[src/rtl/sm4_stream_master_if.sv]
// Stream-side and engine-side signal bundle for sm4_stream_master.
// master = the block itself, slave = upstream/downstream/engine environment.
interface sm4_stream_master_if #(
  parameter int word_width_p = 32
);
  localparam int group_size_p = 4 * word_width_p;

  logic [word_width_p-1:0] in_data_i;
  logic                    in_v_i;
  logic                    in_ready_o;
  logic [group_size_p-1:0] key_i;
  logic                    decode_i;
  logic                    cbc_en_i;
  logic [group_size_p-1:0] iv_i;
  logic                    iv_load_i;
  logic [group_size_p-1:0] eng_content_o;
  logic [group_size_p-1:0] eng_key_o;
  logic                    eng_decode_o;
  logic                    eng_v_o;
  logic                    eng_ready_i;
  logic [group_size_p-1:0] eng_crypt_i;
  logic                    eng_v_i;
  logic                    eng_yumi_o;
  logic [word_width_p-1:0] out_data_o;
  logic                    out_v_o;
  logic                    out_ready_i;

  modport master (
    input  in_data_i, in_v_i, key_i, decode_i, cbc_en_i, iv_i, iv_load_i,
    input  eng_ready_i, eng_crypt_i, eng_v_i, out_ready_i,
    output in_ready_o, eng_content_o, eng_key_o, eng_decode_o, eng_v_o,
    output eng_yumi_o, out_data_o, out_v_o
  );

  modport slave (
    output in_data_i, in_v_i, key_i, decode_i, cbc_en_i, iv_i, iv_load_i,
    output eng_ready_i, eng_crypt_i, eng_v_i, out_ready_i,
    input  in_ready_o, eng_content_o, eng_key_o, eng_decode_o, eng_v_o,
    input  eng_yumi_o, out_data_o, out_v_o
  );
endinterface

[src/rtl/sm4_stream_master.sv]
// Packs four stream words into one SM4 block, runs it through an external
// SM4 engine (ECB or CBC, encrypt or decrypt) and streams the result back out.
module sm4_stream_master #(
  parameter int word_width_p = 32,
  parameter int group_size_p = 128
) (
  input  logic                clk_i,
  input  logic                reset_ni,
  sm4_stream_master_if.master bus,
  output logic [1:0]          dbg_state_o
);

  typedef enum logic [1:0] {
    eFill  = 2'd0,
    eIssue = 2'd1,
    eWait  = 2'd2,
    eDrain = 2'd3
  } state_e;

  state_e                  r_state;
  state_e                  w_state_nxt;
  logic [1:0]              r_cnt;
  logic [group_size_p-1:0] r_in_block;
  logic [group_size_p-1:0] r_chain;
  logic [group_size_p-1:0] r_content;
  logic [group_size_p-1:0] r_key;
  logic [group_size_p-1:0] r_result;
  logic                    r_decode;
  logic                    r_cbc;

  logic                    w_in_fire;
  logic                    w_rsp_fire;
  logic                    w_out_fire;
  logic                    w_last;
  logic [group_size_p-1:0] w_block_full;
  logic [word_width_p-1:0] w_out_word;

  // Every channel is valid/ready: a word or request moves on the rising edge
  // where both are high; eng_yumi_o acknowledges the engine's result the same way.
  always_comb begin
    w_state_nxt    = r_state;
    bus.in_ready_o = 1'b0;
    bus.eng_v_o    = 1'b0;
    bus.eng_yumi_o = 1'b0;
    bus.out_v_o    = 1'b0;
    unique case (r_state)
      eFill: begin
        bus.in_ready_o = 1'b1;
        if (bus.in_v_i && r_cnt == 2'd3) w_state_nxt = eIssue;
      end
      eIssue: begin
        bus.eng_v_o = 1'b1;
        if (bus.eng_ready_i) w_state_nxt = eWait;
      end
      eWait: begin
        bus.eng_yumi_o = bus.eng_v_i;
        if (bus.eng_v_i) w_state_nxt = eDrain;
      end
      eDrain: begin
        bus.out_v_o = 1'b1;
        if (bus.out_ready_i && r_cnt == 2'd3) w_state_nxt = eFill;
      end
      default: w_state_nxt = eFill;
    endcase
  end

  always_ff @(posedge clk_i or negedge reset_ni) begin
    if (!reset_ni) r_state <= eFill;
    else           r_state <= w_state_nxt;
  end

  assign w_in_fire    = bus.in_v_i & bus.in_ready_o;
  assign w_rsp_fire   = bus.eng_v_i & bus.eng_yumi_o;
  assign w_out_fire   = bus.out_v_o & bus.out_ready_i;
  assign w_last       = (r_cnt == 2'd3);
  // The fourth word is still on the input bus when the request is built.
  assign w_block_full = {r_in_block[group_size_p-1:word_width_p], bus.in_data_i};

  always_ff @(posedge clk_i or negedge reset_ni) begin
    if (!reset_ni) begin
      r_cnt      <= 2'd0;
      r_in_block <= '0;
      r_chain    <= '0;
      r_content  <= '0;
      r_key      <= '0;
      r_result   <= '0;
      r_decode   <= 1'b0;
      r_cbc      <= 1'b0;
    end else begin
      if (w_in_fire || w_out_fire) r_cnt <= r_cnt + 2'd1;
      if (w_in_fire) begin
        case (r_cnt)
          2'd0:    r_in_block[4*word_width_p-1 -: word_width_p] <= bus.in_data_i;
          2'd1:    r_in_block[3*word_width_p-1 -: word_width_p] <= bus.in_data_i;
          2'd2:    r_in_block[2*word_width_p-1 -: word_width_p] <= bus.in_data_i;
          default: r_in_block[word_width_p-1:0]                 <= bus.in_data_i;
        endcase
      end
      // IV only lands between blocks, before any word of the next one arrives.
      if (r_state == eFill && r_cnt == 2'd0 && bus.iv_load_i) r_chain <= bus.iv_i;
      if (w_in_fire && w_last) begin
        r_key     <= bus.key_i;
        r_decode  <= bus.decode_i;
        r_cbc     <= bus.cbc_en_i;
        r_content <= (bus.cbc_en_i && !bus.decode_i) ? (w_block_full ^ r_chain)
                                                     : w_block_full;
      end
      if (w_rsp_fire) begin
        r_result <= (r_cbc && r_decode) ? (bus.eng_crypt_i ^ r_chain) : bus.eng_crypt_i;
        if (r_cbc) r_chain <= r_decode ? r_in_block : bus.eng_crypt_i;
      end
    end
  end

  always_comb begin
    w_out_word = r_result[word_width_p-1:0];
    case (r_cnt)
      2'd0:    w_out_word = r_result[4*word_width_p-1 -: word_width_p];
      2'd1:    w_out_word = r_result[3*word_width_p-1 -: word_width_p];
      2'd2:    w_out_word = r_result[2*word_width_p-1 -: word_width_p];
      default: w_out_word = r_result[word_width_p-1:0];
    endcase
  end

  assign bus.out_data_o    = w_out_word;
  assign bus.eng_content_o = r_content;
  assign bus.eng_key_o     = r_key;
  assign bus.eng_decode_o  = r_decode;
  assign dbg_state_o       = r_state;

endmodule

[src/flat_wrapper.sv]
// flat-port wrapper written by rule: the top's interface ports become plain ports
module sm4_stream_master_flat 
#(
  parameter int word_width_p = 32,
  parameter int group_size_p = 128
)
  (clk_i, reset_ni, dbg_state_o, bus_in_data_i, bus_in_v_i, bus_key_i, bus_decode_i, bus_cbc_en_i, bus_iv_i, bus_iv_load_i, bus_eng_ready_i, bus_eng_crypt_i, bus_eng_v_i, bus_out_ready_i, bus_in_ready_o, bus_eng_content_o, bus_eng_key_o, bus_eng_decode_o, bus_eng_v_o, bus_eng_yumi_o, bus_out_data_o, bus_out_v_o);
  sm4_stream_master_if #(.word_width_p(word_width_p)) bus_i ();
  input  logic clk_i;
  input  logic reset_ni;
  output logic [1:0] dbg_state_o;
  input wire logic [$bits(bus_i.in_data_i)-1:0] bus_in_data_i;
  input wire logic [$bits(bus_i.in_v_i)-1:0] bus_in_v_i;
  input wire logic [$bits(bus_i.key_i)-1:0] bus_key_i;
  input wire logic [$bits(bus_i.decode_i)-1:0] bus_decode_i;
  input wire logic [$bits(bus_i.cbc_en_i)-1:0] bus_cbc_en_i;
  input wire logic [$bits(bus_i.iv_i)-1:0] bus_iv_i;
  input wire logic [$bits(bus_i.iv_load_i)-1:0] bus_iv_load_i;
  input wire logic [$bits(bus_i.eng_ready_i)-1:0] bus_eng_ready_i;
  input wire logic [$bits(bus_i.eng_crypt_i)-1:0] bus_eng_crypt_i;
  input wire logic [$bits(bus_i.eng_v_i)-1:0] bus_eng_v_i;
  input wire logic [$bits(bus_i.out_ready_i)-1:0] bus_out_ready_i;
  output wire logic [$bits(bus_i.in_ready_o)-1:0] bus_in_ready_o;
  output wire logic [$bits(bus_i.eng_content_o)-1:0] bus_eng_content_o;
  output wire logic [$bits(bus_i.eng_key_o)-1:0] bus_eng_key_o;
  output wire logic [$bits(bus_i.eng_decode_o)-1:0] bus_eng_decode_o;
  output wire logic [$bits(bus_i.eng_v_o)-1:0] bus_eng_v_o;
  output wire logic [$bits(bus_i.eng_yumi_o)-1:0] bus_eng_yumi_o;
  output wire logic [$bits(bus_i.out_data_o)-1:0] bus_out_data_o;
  output wire logic [$bits(bus_i.out_v_o)-1:0] bus_out_v_o;
  assign bus_i.in_data_i = bus_in_data_i;
  assign bus_i.in_v_i = bus_in_v_i;
  assign bus_i.key_i = bus_key_i;
  assign bus_i.decode_i = bus_decode_i;
  assign bus_i.cbc_en_i = bus_cbc_en_i;
  assign bus_i.iv_i = bus_iv_i;
  assign bus_i.iv_load_i = bus_iv_load_i;
  assign bus_i.eng_ready_i = bus_eng_ready_i;
  assign bus_i.eng_crypt_i = bus_eng_crypt_i;
  assign bus_i.eng_v_i = bus_eng_v_i;
  assign bus_i.out_ready_i = bus_out_ready_i;
  assign bus_in_ready_o = bus_i.in_ready_o;
  assign bus_eng_content_o = bus_i.eng_content_o;
  assign bus_eng_key_o = bus_i.eng_key_o;
  assign bus_eng_decode_o = bus_i.eng_decode_o;
  assign bus_eng_v_o = bus_i.eng_v_o;
  assign bus_eng_yumi_o = bus_i.eng_yumi_o;
  assign bus_out_data_o = bus_i.out_data_o;
  assign bus_out_v_o = bus_i.out_v_o;
  sm4_stream_master #(.word_width_p(word_width_p), .group_size_p(group_size_p)) u_core (.clk_i(clk_i), .reset_ni(reset_ni), .bus(bus_i), .dbg_state_o(dbg_state_o));
endmodule
[config.mk]
export PLATFORM = sky130hd
export DESIGN_NAME = sm4_stream_master_flat
export DESIGN_NICKNAME = d
export VERILOG_FILES = /design/src/rtl/sm4_stream_master_if.sv /design/src/rtl/sm4_stream_master.sv /design/src/flat_wrapper.sv
export SDC_FILE = /design/constraint.sdc
export NUM_CORES = 1
export LEC_CHECK = 0
export BUFFER_PORTS_ARGS = -buffer_cell sky130_fd_sc_hd__buf_4
export CORE_MARGIN = 3
export CORE_UTILIZATION = 30
export DETAILED_ROUTE_END_ITERATION = 12
export PLACE_DENSITY_LB_ADDON = 0.08
export SYNTH_ARGS = -nofsm -noshare
export SYNTH_HDL_FRONTEND = slang
export SYNTH_SLANG_ARGS = --single-unit
[constraint.sdc]
create_clock -name clk_i -period 2.55 [get_ports clk_i]
set_input_delay 0.255 -clock clk_i [delete_from_list [all_inputs] [get_ports clk_i]]
set_output_delay 0.255 -clock clk_i [all_outputs]
set_load 0.005 [all_outputs]
==> results of run 1 <==
-- per-layer routing --
layer / GRT usage, % / up-vias / part of all wire (%)
met4: 7.590 / 2 / 2.8
met3: 5.227 / 150 / 6.8
li1: - / 12000 / -
met1: 33.02 / 13030 / 46
met5: 0 / - / 0.010
met2: 35.97 / 867 / 44
-- timing repair --
item / in CTS / in global routing
cloned: 1 / 0
setup endpoints to repair: 25 / 26
hold endpoints to repair: 537 / 0
pin swaps: 9 / 7
hold buffers: 417 / 0
gates resized for setup: 17 / 10
setup buffers: 10 / 5
-- per-stage QoR --
step | hold slack (ns) | total power, mW | setup TNS, ns
after floorplan | -0.04059 | 28.78 | 0
after global placement | 0.3222 | 38.47 | 0
after detailed placement | 0.3240 | 39.08 | 0
after CTS | 0.06027 | 52.33 | -1.207
after global routing | 0.08273 | 55.22 | -1.961
final | 0.08469 | 51.84 | -0.4886
-- flip-flops by register name (all words and copies together) (netlist names) --
signal / count
u_core.r_cbc: 1
u_core.r_in_block: 128
u_core.dbg_state_o: 2
u_core.bus.eng_key_o: 128
u_core.bus.eng_content_o: 128
u_core.bus.eng_decode_o: 1
u_core.r_chain: 128
u_core.r_result: 128
u_core.r_cnt: 2
-- area by class of cell --
class	instances	share of cell area, %
Antenna cell	17	0.09419
Clock inverter	34	0.9142
Inverter	37	0.3186
Clock buffer	110	5.266
Multi-Input combinational cell	1886	29.61
Timing Repair Buffer	1248	24.22
Tap cell	1357	3.759
Sequential cell	646	35.81
-- power by group through the flow --
| stage | logic (mW) | clock network (mW) | registers (mW) |
|---|---|---|---|
| floorplan | 10.8 | 0 | 18.0 |
| global placement | 19.5 | 0 | 19.0 |
| detailed placement | 19.9 | 0 | 19.2 |
| CTS | 20.8 | 12.5 | 19.1 |
| global route | 22.6 | 12.9 | 19.8 |
| finish | 20.6 | 12.1 | 19.1 |
-- cells in the mapped netlist --
cell type and number:
o21ai_0 256, o21a_1 1, dfrtp_1 646, xor2_1 256
buf_6 10, a2111oi_2 1, mux2i_1 160, nand3_1 132
buf_1 6, nor2b_1 2, buf_2 118, nand3b_1 128
nand3_2 1, and3_1 2, inv_1 37, a222oi_1 32
a21oi_1 128, mux2_2 260, xnor2_1 1, a22oi_1 129
ha_1 9, a2111o_1 1, clkbuf_1 94, nand2_1 386
a21boi_0 1
-- tightest hold or removal path: cells and delay by family --
family / cells / cell delay [ns]
AO/OA/AOI/OAI: 1 / 0.07
buffers and inverters: 1 / 0.12
AND/OR/NAND/NOR: 2 / 0.24
-- cells by family (layout without fill, tap and decap cells) --
logic type	count (synthesis)	count (layout)	share of synthesized area, %
buffers and inverters	265	1429	3.974
AO/OA/AOI/OAI	549	549	10.62
AND/OR/NAND/NOR	651	651	10.14
multiplexers	420	420	14.79
other	0	17	0
adder cells (fa/ha/maj)	9	9	0.3676
flip-flops	646	646	52.77
XOR/XNOR	257	257	7.348
-- path summary, 6_finish.rpt --
path	slack [ns]	start	to
setup reg to reg	0.22	u_core.dbg_state_o[1]$_DFFE_PN0P_	u_core.r_chain[88]$_DFF_PN0_
min in group asynchronous	0.24	reset_ni	u_core.bus.eng_key_o[94]$_DFFE_PN0P_
setup / recovery	-0.15	u_core.r_cnt[1]$_DFFE_PN0P_	bus_out_data_o[26]
hold reg to reg	0.48	u_core.r_result[25]$_DFFE_PN0P_	u_core.r_result[25]$_DFFE_PN0P_
max in group asynchronous	1.42	reset_ni	u_core.bus.eng_key_o[126]$_DFFE_PN0P_
hold / removal	0.08	bus_eng_v_i	u_core.r_result[10]$_DFFE_PN0P_
==> flow_summary.toml, run 1 <==
[status]
status = "finished, violations left"
failed_checks = "setup timing"

[min_path]
min_path_type = "primary input to register"
hold_depth = 4

[global_routing]
antenna_found_initial = 23
grt_pass1_wl_microns = 187000
grt_usage_pct = 23.52
grt_pass1_vias = 27520
grt_remaining_overflow = 0
grt_max_degree = 110

[cells_and_area]
layout_commonest_cell = "buf_4"
final_cells = 5335
fin_util_pct = 44.84
multi_input_area_sq_um = 13380
synthToLayoutAreaGrowth_pct = 47.45
finish.instance_area_sq_um = 45170
layout_common_cells = "782 x buf_4, 642 x dfrtp_1, 417 x dlygate4sd3_1, 385 x nand2_1, 260 x mux2_2"
drive_gt1_share_pct = 31.58
final_nets = 4332
seqCellArea_sq_um = 16180
fillerInstances = 9695

[power_and_ir_drop]
seqPwrFrac_pct = 36.9
pwr-share-comb_pct = 39.8
p_sw_share_pct = 36.34
internal-power_mw = 33.00
ir_worst_vdd_mv = 0.5509
p_per_area_nw_per_um2 = 1148
p_clk_share_pct = 23.3
power.switching_mw = 18.84
leakage_nw = 20.57

[worst_setup_path]
timing.critical_path.buf_inv = 2
cpPeakStageDelay_ns = 0.61
reg2reg_depth = 6
crit_arrival_ns = 2.44
slowest_stage = "a222oi_1"
crit_required_ns = 2.30
cp_top_family = "compound AO/OA/AOI/OAI gates"
crit_path_end_kind = "output pin"
critical_path_class = "register to output pin"
crit_chain = "inv_4 -> ha_4 -> a222oi_1 -> mux2i_1 -> buf_4"
crit_fanout = 6
setup.worst_path.start_class = "register"
path_depth = 5

[routing]
drc = 0
routed_wl_microns = 127200
wl_per_cell_microns = 23.84
vias = 26050
ant_nets = 0
vias_per_cell = 4.882
drt_iter0_drc = 1848
dr.pass1.iters = 6

[placed_design]
hpwl_microns = 90100
numPortBuffers = 719
placed_area_sq_um = 37950
placedCellCount = 4744
gp_congestion = 0.8113
dp_slack_ns = 0.2823

[timing]
setup_viol = 7
hold_violations = 0
rsz0062_at_grt = "true"
tightest_slew_ns = 0.7634
clock_skew_ns = 0.02567
slew_headroom_pct = 49.11
timing.fmax_mhz = 370.9
worst_slack_ns = -0.1460
post-route-min-period_ns = 2.696
finalCritPeriodShare_pct = 105.7
slew_violations = 0

[floorplanning]
core_sq_um = 100700
ios = 720
dieArea_sq_um = 106000
die_w_microns = 325.5
die_h_microns = 325.5
initial_utilization_pct = 30.41
rows = 116

[logic_synthesis]
synth_top_area_share_pct = 52.77
synth.net_count = 3231
yosysWarnings = 0
synth_cell_types = 25
ys_ff_latch = 646
syn_avg_cell_area_sq_um = 10.95
synthTopCellsByArea = "dfrtp_1 53%, mux2_2 9.6%, xor2_1 7.3%, mux2i_1 5.2%, nand2_1 4.7%"
postSynthCellCount = 2797
ys_seq_area_share_pct = 52.77
synthesis.area_sq_um = 30630
yosysTopAreaCell = "dfrtp_1"

[clocking]
cts-buffers-inserted = 79
root_buffer = "clkbuf_16"
clk-insertion-delay-late_ns = 0.64
cts_tree = "built"
clockBufferDepth = 3
clk_pin_slew_worst_paths_ns = 0.06
htreeDepth = 3
cts_sinks = 646

[run]
cap_violations = 0
Note: power is estimated with default switching activity, not from simulation.
==> run 2: changes to the inputs <==
--- a/config.mk
+++ b/config.mk
@@ -5,10 +5,10 @@
 export SDC_FILE = /design/constraint.sdc
 export NUM_CORES = 1
 export LEC_CHECK = 0
-export BUFFER_PORTS_ARGS = -buffer_cell sky130_fd_sc_hd__buf_4
 export CORE_MARGIN = 3
 export CORE_UTILIZATION = 30
 export DETAILED_ROUTE_END_ITERATION = 12
+export DONT_BUFFER_PORTS = 1
 export PLACE_DENSITY_LB_ADDON = 0.08
 export SYNTH_ARGS = -nofsm -noshare
 export SYNTH_HDL_FRONTEND = slang
==> run 2 against run 1 <==
Largest power group is now sequential cells. Non-clock buffer count fell by 699. Critical path type unchanged. The flow finishes with violations (hold timing, setup timing). Sequential power grew 4%. Maximum frequency grew 3.8%.
==> flow_summary.toml, run 2 (same netlist as run 1, synthesis figures left out) <==
[worst_setup_path]
crit_start = "u_core.r_cnt[1]$_DFFE_PN0P_"
timing.critical_path.buf_inv = 4
critical_path_class = "register to output pin"
path_depth = 7
crit_chain = "buf_6 -> ha_4 -> buf_4 -> a222oi_1 -> buf_4 -> mux2i_1 -> buf_4"
crit_path_end_kind = "output pin"
setup.worst_path.start_class = "register"
crit_required_ns = 2.30
reg2reg_depth = 8
crit_top_cell = "buf_4"
cpPeakStageDelay_ns = 0.41
rr_startpoint = "u_core.dbg_state_o[0]$_DFFE_PN0P_"
slowest_stage = "dfrtp_1"
cp_top_family = "buffers and inverters"
crit_arrival_ns = 2.34
crit_fanout = 6

[cells_and_area]
multi_input_area_sq_um = 13370
final_cells = 4651
seqCellArea_sq_um = 16170
final_nets = 3635
layout_common_cells = "643 x dfrtp_1, 425 x dlygate4sd3_1, 385 x nand2_1, 260 x mux2_2"
drive_gt1_share_pct = 16.16
fillerInstances = 9898
layout_commonest_cell = "dfrtp_1"
finish.instance_area_sq_um = 39720
synthToLayoutAreaGrowth_pct = 29.66

[clocking]
clk-insertion-delay-late_ns = 0.65
cts-buffers-inserted = 81
root_buffer = "clkbuf_16"
clk_pin_slew_worst_paths_ns = 0.06
htreeDepth = 3
cts_sinks = 646
cts_hold_buffers = 427
clockBufferDepth = 3
cts_tree = "built"

[timing]
clock_skew_ns = 0.02976
timing.fmax_mhz = 385.1
tns_ns = -0.05789
finalCritPeriodShare_pct = 101.8
post-route-min-period_ns = 2.596
hold_violations = 390
setup_viol = 3
tightest_slew_ns = 1.119
slew_violations = 0
slew_headroom_pct = 25.37
worst_hold_slack_ns = -0.6908
rsz0062_at_grt = "true"
worst_slack_ns = -0.04640

[placed_design]
dp_slack_ns = 0.1938
placed_area_sq_um = 32380
numPortBuffers = 0
hpwl_microns = 83370
placedCellCount = 4025
gp_congestion = 0.8081

[routing]
drc = 0
vias_per_cell = 5.080
drt_iter0_drc = 1850
routed_wl_microns = 126600
dr.pass1.iters = 6
wl_per_cell_microns = 27.22
vias = 23630
ant_nets = 0

[floorplanning]
dieArea_sq_um = 106000
die_w_microns = 325.5
initial_utilization_pct = 30.41
die_h_microns = 325.5
core_sq_um = 100700
ios = 720
rows = 116

[power_and_ir_drop]
pwr-share-comb_pct = 34.8
p_per_area_nw_per_um2 = 1206
internal-power_mw = 29.60
seqPwrFrac_pct = 41.4
p_sw_share_pct = 38.22
p_clk_share_pct = 23.8
ir_worst_vdd_mv = 0.5569
power.switching_mw = 18.31
leakage_nw = 17.03

[status]
status = "finished, violations left"
failed_checks = "hold timing, setup timing"

[global_routing]
antenna_found_initial = 41
grt_pass1_vias = 24340
grt_pass1_wl_microns = 180900
grt_remaining_overflow = 0
grt_usage_pct = 23.14
grt_max_degree = 647

[min_path]
min_path_type = "primary input to async pin"

[run]
cap_violations = 0
## run 2: cell types whose count changed in the layout (fill, tap and decap cells not counted), moves of 8 or more
cell | before | now
buf_12 | 38 | 23
clkbuf_1 | 7 | 29
dlygate4sd3_1 | 417 | 425
diode_2 | 17 | 27
buf_4 | 782 | 86
## run 2: layer usage
| metal | up-vias | GRT usage, % | wire length (microns) |
|---|---|---|---|
| li1 | 10620 | - | - |
| met1 | 12050 | 33.22 | 58740 |
| met2 | 825 | 34.46 | 55710 |
| met3 | 128 | 5.994 | 9709 |
| met4 | 8 | 6.147 | 2397 |
| met5 | - | 0 | 54 |
## run 2: worst reg2reg max path: cells and delay by family, from the launching register on
kind | cells | cell delay, ns
AOI/OAI and AO/OA | 2 | 0.27
and+or+nand+nor | 1 | 0.27
buffers and inverters | 4 | 1.19
DFF | 1 | 0.45
adders and majority gates | 1 | 0.24
## run 2: final timing paths
path	end	slack, ns
min in group clk_i	u_core.bus.eng_content_o[109]$_DFFE_PN0P_	0.05
worst max register to register	u_core.r_chain[71]$_DFF_PN0_	0.06
worst min register to register	u_core.r_result[2]$_DFFE_PN0P_	0.48
max in group asynchronous	u_core.r_cnt[0]$_DFFE_PN0P_	1.14
worst min-delay path	u_core.bus.eng_key_o[95]$_DFFE_PN0P_	-0.69
worst max-delay path	bus_out_data_o[26]	-0.05
## run 2: what timing repair did
| action | in CTS | in global routing |
|---|---|---|
| pin swaps | 8 | 8 |
| gates resized for setup | 13 | 9 |
| gates cloned | 1 | 1 |
| setup endpoints to repair | 32 | 20 |
| hold endpoints to repair | 1287 | 475 |
| setup buffers | 12 | 10 |
## run 2: power by group through the flow
stage	clock network, mW	registers (mW)	logic (mW)
floorplan	0	18.0	10.8
global placement	0	19.9	14.7
detailed placement	0	20.0	15.1
CTS	11.8	19.8	16.5
global route	12.2	20.4	18.4
finish	11.4	19.9	16.7
## run 2: cell type report
cell class | count | share of cell area (%)
Tap cell | 1357 | 4.275
Clock inverter | 20 | 0.4473
Multi-Input combinational cell | 1886 | 33.67
Inverter | 37 | 0.3497
Clock buffer | 129 | 6.064
Antenna cell | 27 | 0.1701
Timing Repair Buffer | 549 | 14.31
Sequential cell | 646 | 40.72
## run 2: per-stage QoR
stage	util (%)	power (mW)
floorplan	-	28.78
global placement	32.15	34.58
detailed placement	32.15	35.06
CTS	39.15	48.06
global route	39.40	51.02
finish	39.43	47.91
